File: src/rtl/uart_autobaud_if.sv
// Host-side view of the auto-baud tick generator: the shared rx line, the calibration
// request, and the tick/status outputs.
interface uart_autobaud_if #(parameter int CNTW = 16);
  logic            rxpin;
  logic            autobaud;
  logic            bitxce;
  logic [CNTW-1:0] div;
  logic            locked;
  logic            calerr;
  logic            calbusy;

  modport master (output rxpin, autobaud, input bitxce, div, locked, calerr, calbusy);
  modport slave  (input rxpin, autobaud, output bitxce, div, locked, calerr, calbusy);
endinterface

File: src/rtl/uart_autobaud.sv
// Subsample tick generator whose divisor is calibrated by timing a 0x55 sync character
// on rxpin. The four 2-bit intervals are cross-checked and their sum (8 bit times) sets div.
module uart_autobaud #(
  parameter int SUBDIV16   = 0,
  parameter int CNTW       = 16,
  parameter int DEFAULTDIV = 16
) (
  input logic            clk,
  input logic            rst_n,
  uart_autobaud_if.slave bus
);
  typedef enum logic [1:0] {IDLE, ARM, MEAS} state_t;

  localparam logic [CNTW-1:0] ONES   = '1;
  localparam logic [CNTW-1:0] DEFDIV = CNTW'(DEFAULTDIV);
  localparam logic [CNTW:0]   RND    = (CNTW+1)'(SUBDIV16 != 0 ? 64 : 32);
  localparam int              SHIFT  = (SUBDIV16 != 0) ? 7 : 6;

  state_t          state;
  logic [2:0]      rx_pipe;   // [1:0] synchronizer, [2] previous sample for edge detect
  logic [CNTW-1:0] tcnt, div_q, saved_div, tot, ivl, ref_q;
  logic [1:0]      ecnt;
  logic            bitxce_q, locked_q, saved_locked, calerr_q, calbusy_q;

  logic            fall, last, sat_err, tol_err, fail;
  logic [CNTW-1:0] tot_inc, ivl_inc, newdiv;
  logic [CNTW:0]   tol_lo, tol_hi, rnd_sum;

  always_ff @(posedge clk or negedge rst_n) begin
    if (!rst_n) rx_pipe <= '1;
    else        rx_pipe <= {rx_pipe[1:0], bus.rxpin};
  end

  assign fall = rx_pipe[2] & ~rx_pipe[1];

  // Measurements use the post-increment counts so T8 is exactly the edge-to-edge distance.
  always_comb begin
    tot_inc = (tot == ONES) ? ONES : tot + CNTW'(1);
    ivl_inc = (ivl == ONES) ? ONES : ivl + CNTW'(1);
    tol_lo  = {1'b0, ref_q} - {1'b0, (ref_q >> 2)};
    tol_hi  = {1'b0, ref_q} + {1'b0, (ref_q >> 2)};
    rnd_sum = {1'b0, tot_inc} + RND;
    newdiv  = CNTW'(rnd_sum >> SHIFT);
    sat_err = (tot_inc == ONES) || (ivl_inc == ONES);
    tol_err = fall && (ecnt != 2'd0) &&
              (({1'b0, ivl_inc} < tol_lo) || ({1'b0, ivl_inc} > tol_hi));
    last    = fall && (ecnt == 2'd3);
    fail    = sat_err || tol_err || (last && (newdiv == '0));
  end

  always_ff @(posedge clk or negedge rst_n) begin
    if (!rst_n) begin
      state        <= IDLE;
      tcnt         <= DEFDIV;
      div_q        <= DEFDIV;
      saved_div    <= DEFDIV;
      tot          <= '0;
      ivl          <= '0;
      ref_q        <= '0;
      ecnt         <= '0;
      bitxce_q     <= 1'b0;
      locked_q     <= 1'b0;
      saved_locked <= 1'b0;
      calerr_q     <= 1'b0;
      calbusy_q    <= 1'b0;
    end else begin
      if (tcnt == CNTW'(1)) begin
        bitxce_q <= 1'b1;
        tcnt     <= div_q;
      end else begin
        bitxce_q <= 1'b0;
        tcnt     <= tcnt - CNTW'(1);
      end

      if (state == IDLE) begin
        if (bus.autobaud) begin
          state        <= ARM;
          calbusy_q    <= 1'b1;
          calerr_q     <= 1'b0;
          saved_div    <= div_q;
          saved_locked <= locked_q;
          locked_q     <= 1'b0;
        end
      end else if (bus.autobaud) begin
        // Restart keeps the divisor/lock captured by the original request.
        state <= ARM;
        tot   <= '0;
        ivl   <= '0;
        ecnt  <= '0;
      end else if (state == ARM) begin
        if (fall) begin
          state <= MEAS;
          tot   <= '0;
          ivl   <= '0;
          ecnt  <= '0;
        end
      end else begin
        tot <= tot_inc;
        ivl <= fall ? '0 : ivl_inc;
        if (fall) begin
          ecnt <= ecnt + 2'd1;
          if (ecnt == 2'd0) ref_q <= ivl_inc;
        end
        if (fail) begin
          state     <= IDLE;
          calerr_q  <= 1'b1;
          calbusy_q <= 1'b0;
          div_q     <= saved_div;
          locked_q  <= saved_locked;
        end else if (last) begin
          // Lock restarts the tick phase at the new rate.
          state     <= IDLE;
          calbusy_q <= 1'b0;
          div_q     <= newdiv;
          locked_q  <= 1'b1;
          tcnt      <= newdiv;
          bitxce_q  <= 1'b0;
        end
      end
    end
  end

  assign bus.bitxce  = bitxce_q;
  assign bus.div     = div_q;
  assign bus.locked  = locked_q;
  assign bus.calerr  = calerr_q;
  assign bus.calbusy = calbusy_q;
endmodule

File: src/flat_wrapper.sv
// flat-port wrapper written by rule: the top's interface ports become plain ports
module uart_autobaud_flat 
#(
  parameter int SUBDIV16   = 0,
  parameter int CNTW       = 16,
  parameter int DEFAULTDIV = 16
)
  (clk, rst_n, bus_rxpin, bus_autobaud, bus_bitxce, bus_div, bus_locked, bus_calerr, bus_calbusy);
  uart_autobaud_if #(.CNTW(CNTW)) bus_i ();
  input logic clk;
  input logic rst_n;
  input wire logic [$bits(bus_i.rxpin)-1:0] bus_rxpin;
  input wire logic [$bits(bus_i.autobaud)-1:0] bus_autobaud;
  output wire logic [$bits(bus_i.bitxce)-1:0] bus_bitxce;
  output wire logic [$bits(bus_i.div)-1:0] bus_div;
  output wire logic [$bits(bus_i.locked)-1:0] bus_locked;
  output wire logic [$bits(bus_i.calerr)-1:0] bus_calerr;
  output wire logic [$bits(bus_i.calbusy)-1:0] bus_calbusy;
  assign bus_i.rxpin = bus_rxpin;
  assign bus_i.autobaud = bus_autobaud;
  assign bus_bitxce = bus_i.bitxce;
  assign bus_div = bus_i.div;
  assign bus_locked = bus_i.locked;
  assign bus_calerr = bus_i.calerr;
  assign bus_calbusy = bus_i.calbusy;
  uart_autobaud #(.SUBDIV16(SUBDIV16), .CNTW(CNTW), .DEFAULTDIV(DEFAULTDIV)) u_core (.clk(clk), .rst_n(rst_n), .bus(bus_i));
endmodule
File: config.mk
export PLATFORM = sky130hd
export DESIGN_NAME = uart_autobaud_flat
export DESIGN_NICKNAME = d
export VERILOG_FILES = /design/src/rtl/uart_autobaud_if.sv /design/src/rtl/uart_autobaud.sv /design/src/flat_wrapper.sv
export SDC_FILE = /design/constraint.sdc
export NUM_CORES = 1
export LEC_CHECK = 0
export CAP_MARGIN = 20
export CORE_MARGIN = 5
export CORE_UTILIZATION = 35
export CTS_CLUSTER_SIZE = 12
export DETAILED_ROUTE_END_ITERATION = 16
export HOLD_SLACK_MARGIN = 0.12
export PLACE_DENSITY = 0.59
export SETUP_SLACK_MARGIN = 0.5
export SLEW_MARGIN = 15
export SYNTH_ARGS = -nofsm -noshare
export SYNTH_HDL_FRONTEND = slang
export SYNTH_SLANG_ARGS = --single-unit
File: constraint.sdc
create_clock -name clk -period 8.4 [get_ports clk]
set_input_delay 2.1 -clock clk [delete_from_list [all_inputs] [get_ports clk]]
set_output_delay 2.1 -clock clk [all_outputs]
set_load 0.02 [all_outputs]
; Word level (Yosys, flattened, before mapping)
; Cells that the tools add are included.
; W data, S select, Z words.
[classes]
mux = 49
add_sub_neg = 7
n_lt_le_gt_ge = 2
shifts = 0
div = 0
bitwise = 5
n_eq_ne = 11
mul = 0
n_reduce_logical = 25
[op_table]
columns = cell, count
row1 = $mux W16, 16
row2 = $eq A16 B16 Y1 const B, 4
row3 = $add A16 B1 Y16 const B, 2
row4 = $mux W1, 22
row5 = $mux W2, 11
row6 = $add A16 B14 Y17, 1
row7 = $add A16 B6 Y17 const B, 1
row8 = $gt A16 B17 Y1, 1
row9 = $lt A16 B17 Y1, 1
row10 = $sub A16 B14 Y17, 1
row11 = $eq A16 B1 Y1 const B, 1
row12 = $logic_not A16 Y1, 1
row13 = $sub A16 B1 Y16 const B, 1
row14 = $reduce_and A4 Y1, 3
row15 = $reduce_bool A2 Y1, 4
row16 = $reduce_and A2 Y1, 3
row17 = $reduce_and A5 Y1, 1
row18 = $logic_and A1 B1 Y1, 4
row19 = $logic_not A2 Y1, 2
row20 = $logic_or A1 B1 Y1, 4
row21 = $ne A2 B2 Y1 const B, 2
row22 = $not A1 Y1, 4
row23 = $reduce_bool A4 Y1, 1
row24 = $ne A3 B2 Y1 const B, 1
row25 = other kinds (7), 7
[totals]
latchBits = 0
input_bits = 4
ff_bits = 108
romBits = 0
ram_bits = 0
output_inout_bits = 20
elab_cells = 113
memories = 0

; Longest topological paths before layout
[depth]
word_depth = 11
depth_mapped = 26

; Worst setup path before layout
; Ideal clock, no wire load.
[synth_path]
kind = register to register
from = register u_core.ref_q[3]
to = register u_core.tcnt[10]
n_path_buf = 1
slack_ns = 3.622
period_less_slack_ns = 4.778
setup_time_ns = 0.128
required_time_ns = 8.272
path_stages_with_launch = 23
t_arrival_ns = 4.650
path_cell_list = dfrtp_1 inv_1 ha_1 nor2b_1 o21ai_0 a21oi_1 o21ai_0 a21oi_1 o21a_1 o31a_1 o41ai_1 o21ba_2 xor2_1 ha_1 a2111oi_0 o211ai_1 a21o_1 a311oi_1 nor4_4 o31ai_4 or3_1 buf_4 mux2_1
[synth_between]
elab_chain_len = 10
elab_cells_between_ends = 12
classes_between = 2 x add/sub / 2 x order compare / 4 x mux / 4 x reduce/logical
[synth_lines]
columns = item, line
row1 = "start, declared", uart_autobaud.sv:21  ; logic [CNTW-1:0] tcnt, div_q, saved_div, tot, ivl, ref_q;
row2 = "start signal, assigned", uart_autobaud.sv:102  ; if (ecnt == 2'd0) ref_q <= ivl_inc;
row3 = $sub A16 B14 Y17 or $add A16 B14 Y17 (tied branches), "uart_autobaud.sv:40, uart_autobaud.sv:41"
row4 = $lt A16 B17 Y1 or $gt A16 B17 Y1 (tied branches), uart_autobaud.sv:46  ; (({1'b0, ivl_inc} < tol_lo) || ({1'b0, ivl_inc} > tol_hi));
row5 = $logic_or A1 B1 Y1 (*), uart_autobaud.sv:46
row6 = $logic_and A1 B1 Y1 (*), uart_autobaud.sv:45  ; tol_err = fall && (ecnt != 2'd0) &&
row7 = $logic_or A1 B1 Y1 (*) (2 in a row), uart_autobaud.sv:48  ; fail = sat_err || tol_err || (last && (newdiv == '0));
row8 = $mux W16 (*), uart_autobaud.sv:104  ; if (fail) begin
row9 = $mux W16 (*), uart_autobaud.sv:90  ; end else if (state == ARM) begin
row10 = $mux W16 (*), uart_autobaud.sv:84  ; end else if (bus.autobaud) begin
row11 = $mux W16 (*), uart_autobaud.sv:75  ; if (state == IDLE) begin
row12 = "end signal, assigned", uart_autobaud.sv:69  ; tcnt <= div_q;
row13 = "end signal, assigned", uart_autobaud.sv:72  ; tcnt <= tcnt - CNTW'(1);
row14 = "end signal, assigned", uart_autobaud.sv:116  ; tcnt <= newdiv;
row15 = "end, declared", uart_autobaud.sv:21
; Every way passes the cells marked *; elsewhere a longest branch is shown, timed or not.
; A chain may end at the register's enable or synchronous reset.

; Final worst setup path
[layout_path]
from = register u_core.ref_q[3]
to = register u_core.tcnt[2]
; Same word-level chain as after synthesis.

==> reports/results.tsv <==
stage	metric	value	unit
run_status	outcome	finished clean	
global_routing	grt_max_degree	79	
place	portBuffers	23	
timing	timing_hold_violations_final	0	
hold_path	hold_class	reg2reg	
floorplanning	start_util	0.353	
cts	clkTransAtPathRegs	0.08	ns
yosys	ys_warn_count	0	
global_routing	grt_antenna_before_repair	0	
layout	syn2layout_area_growth	10.2	%
power_and_ir_drop	p_per_area	167	nW/um^2
layout	drive_gt1_frac	0.0832	
global_routing	grt_pass1_vias	6260	
timing	rsz0062_at_grt	false	
critical_path	crit_path_end	u_core.tcnt[2]$_DFF_PN0_	
power_and_ir_drop	leakagePower	3.80	nW
power_and_ir_drop	p_switching	492	uW
timing	setup_slack	2.87	ns
detailed_routing	ant_nets	0	
critical_path	cpMostUsedCell	o21ai_0	
place	pre_cts_slack	2.74	ns
floorplanning	num_io_pins	24	
critical_path	critPathMaxStageDelay	0.64	ns
critical_path	r2r_setup_slack	2.87	ns
timing	fmax	181	MHz
power_and_ir_drop	p_comb_frac	0.297	
detailed_routing	route.vias.total	6427	
yosys	synthTopCellsByArea	dfrtp_1 32%, ha_1 10%, o21ai_0 4.3%	
yosys	ys_ff_latch	108	
floorplanning	die_h	161	microns
floorplanning	dieArea	25800	sq um
place	place_congestion	0.840	
yosys	syn_area	7950	sq um
power_and_ir_drop	peakVddDrop	0.0000952	V
detailed_routing	drt_pass1_iterations	5	
detailed_routing	drc_errors	0	
floorplanning	core	22500	sq um
timing	clock_skew	0.0127	ns
cts	postCtsResizedCells	0	
cts	postCtsSetupBuffers	0	
yosys	synth_nets	982	
cts	cts_tree	done	
timing	period_minus_slack	5.53	ns
timing	fin_crit_sh	0.658	
detailed_routing	wl_per_cell	15.7	microns
place	hpwl	14000	microns
critical_path	startpoint_type	flop	
power_and_ir_drop	p_clk_frac	0.322	
power_and_ir_drop	power.share.sequential	0.381	
detailed_routing	wl	18900	microns
layout	fin_util	0.389	
yosys	post_synth.cell_area_avg	8.74	sq um
timing	final-setup-viol-count	0	
yosys	synthArstFlopShare	1.00	
timing	slew-limit-headroom	0.371	
yosys	synth_edf_count	0	
yosys	synth_flop_cell	dfrtp_1	
yosys	ys_types	76	
layout	final_area	8760	sq um
critical_path	crit_path_start	u_core.ref_q[3]$_DFFE_PN0P_	
floorplanning	num_rows	55	
hold_path	hold_depth	0	
critical_path	r2r_start	u_core.ref_q[3]$_DFFE_PN0P_	
place	placed_cell_area	8390	sq um
global_routing	grt_use_total	0.149	
cts	cts_buffers	9	
layout	n_antenna_cell	0	
cts	cts_sinks	108	
critical_path	reg2regPathDepth	22	
cts	clock_latency	0.36	ns
timing	tightest_slew	0.939	ns
timing	holdWs	0.358	ns
cts	clockBufferDepth	2	
critical_path	cp_max_fo	13	
yosys	synth-seq-area-share	0.341	
global_routing	overflow	0	
detailed_routing	via_per_inst	5.36	
layout	final_common_cell	dfrtp_1	
power_and_ir_drop	p_int	968	uW
critical_path	cp-end-kind	flop	
floorplanning	die_w	161	microns
detailed_routing	first_iter_violations	496	
yosys	netlist_instances	910	
yosys	synth_top_area_frac	0.321	
timing	drv_slew	0	
yosys	synth_top_area_cell	dfrtp_1	
cts	cts-root-buf	clkbuf_16	
timing	finalSetupTns	0	ns
critical_path	slowest_stage	nor3_1	
critical_path	crit_type	reg2reg	
critical_path	cp_cell_sequence	inv_1, ha_1, nor2b_1, o21ai_0, a21oi_1, o21ai_0, a21oi_1, o21a_1, o31a_1, o41ai_1, nor2_1, a211oi_1, ha_1, a2111oi_0, o211ai_1, a21o_1, a311oi_1, nor4_4, o31ai_4, buf_6, nor3_1, o21ai_0	
global_routing	grt_pass1_wl	32100	microns
critical_path	crit_required	8.62	ns
power_and_ir_drop	power_switching_share	0.337	
cts	postCtsHoldBufs	0	
layout	layout_common_cells	102 x dfrtp_1, 83 x nor2_1, 81 x nand2_1	
critical_path	rr_endpoint	u_core.tcnt[2]$_DFF_PN0_	
cts	htreeDepth	3	
job	maxCapViolCount	0	
critical_path	arrival	5.75	ns
layout	nNetsFinal	981	
==> stage by stage <==
stage               instances  total power, mW
floorplan                 910            0.898
global placement         1180            0.994
detailed placement       1180            0.997
CTS                      1196             1.48
global route             1199             1.55
finish                   1199             1.46
==> cells by family after synthesis <==
kind of cell,Yosys count,share of synthesized area
compound gates,232,0.191
mux,31,0.0426
flops,108,0.341
xor+xnor,55,0.0606
simple gates,320,0.207
buf+inv,96,0.0502
fa+ha+maj,68,0.109
==> area by class of cell <==
cell class / count / area (sq um)
repair buffers: 32 / 323
fillers: 2224 / 13700
multi-input cells: 706 / 4850
clock inverters: 7 / 100
well taps: 285 / 357
clock buffers: 9 / 225
flip-flops and latches: 108 / 2710
inverters: 52 / 195
==> critical path: cells and delay by family, from the launching register on <==
kind,cells,cell delay [ns]
AOI/OAI and AO/OA,14,2.77
adders and majority gates,2,0.47
buffers and inverters,2,0.39
DFF,1,0.42
and+or+nand+nor,4,1.33
==> layer usage <==
metal  up-vias  GRT usage  part of all wire
met5         -          0                 0
li1       3242          -                 -
met1      3058      0.222              0.53
met4         0     0.0388             0.017
met3        22     0.0267             0.030
met2       105      0.222              0.42
==> cell usage after synthesis (3+ instances only) <==
cell type and count:
or3_1 10, a211oi_1 11, ha_1 66, o21a_1 7, nand2_1 81, a31oi_1 7, nand2b_1 13, buf_2 14
nor2b_1 10, a21o_1 14, clkbuf_1 23, and2_1 5, and4_1 4, nor3_1 28, o31ai_1 4, o21ai_0 68
a221o_1 6, dfrtp_1 102, o211ai_1 3, nand4_2 5, dfstp_2 6, o21ai_1 9, nand4_1 12, mux2i_1 10
nor4_1 10, or2_2 5, xnor2_1 34, buf_4 3, inv_1 51, o22ai_1 3, a22o_1 15, nor3b_1 3
nand3_1 23, a21oi_1 50, o21bai_1 8, nor2_1 84, or4_1 5, o2111ai_1 3, and3_1 9, mux2_2 18
xor2_1 21
==> power groups by stage <==
stage / Clock [mW] / Combinational, mW / Sequential (mW)
floorplan: 0 / 0.336 / 0.563
global placement: 0 / 0.429 / 0.566
detailed placement: 0 / 0.429 / 0.567
CTS: 0.487 / 0.432 / 0.557
global route: 0.506 / 0.489 / 0.560
finish: 0.470 / 0.433 / 0.557
==> how the worst min path moves through the flow <==
stage                                      startpoint                     endpoint  slack [ns]
after floorplan           u_core.rx_pipe[0]$_DFF_PN1_  u_core.rx_pipe[1]$_DFF_PN1_        0.35
after global placement    u_core.rx_pipe[0]$_DFF_PN1_  u_core.rx_pipe[1]$_DFF_PN1_        0.35
after detailed placement  u_core.rx_pipe[0]$_DFF_PN1_  u_core.rx_pipe[1]$_DFF_PN1_        0.35
after CTS                 u_core.rx_pipe[0]$_DFF_PN1_  u_core.rx_pipe[1]$_DFF_PN1_        0.36
after global routing      u_core.rx_pipe[0]$_DFF_PN1_  u_core.rx_pipe[1]$_DFF_PN1_        0.37
final                     u_core.rx_pipe[0]$_DFF_PN1_  u_core.rx_pipe[1]$_DFF_PN1_        0.36
==> state kept, by name, indices dropped and copies added, names as in the netlist <==
register / flops
u_core.ref_q: 16
u_core.state: 2
u_core.ivl: 16
u_core.tcnt: 16
u_core.ecnt: 2
u_core.bus.div: 16
u_core.bus.calerr: 1
u_core.bus.bitxce: 1
u_core.tot: 16
u_core.bus.locked: 1
u_core.rx_pipe: 3
u_core.saved_div: 16
u_core.bus.calbusy: 1
u_core.saved_locked: 1
Note: power is estimated with default switching activity, not from simulation.
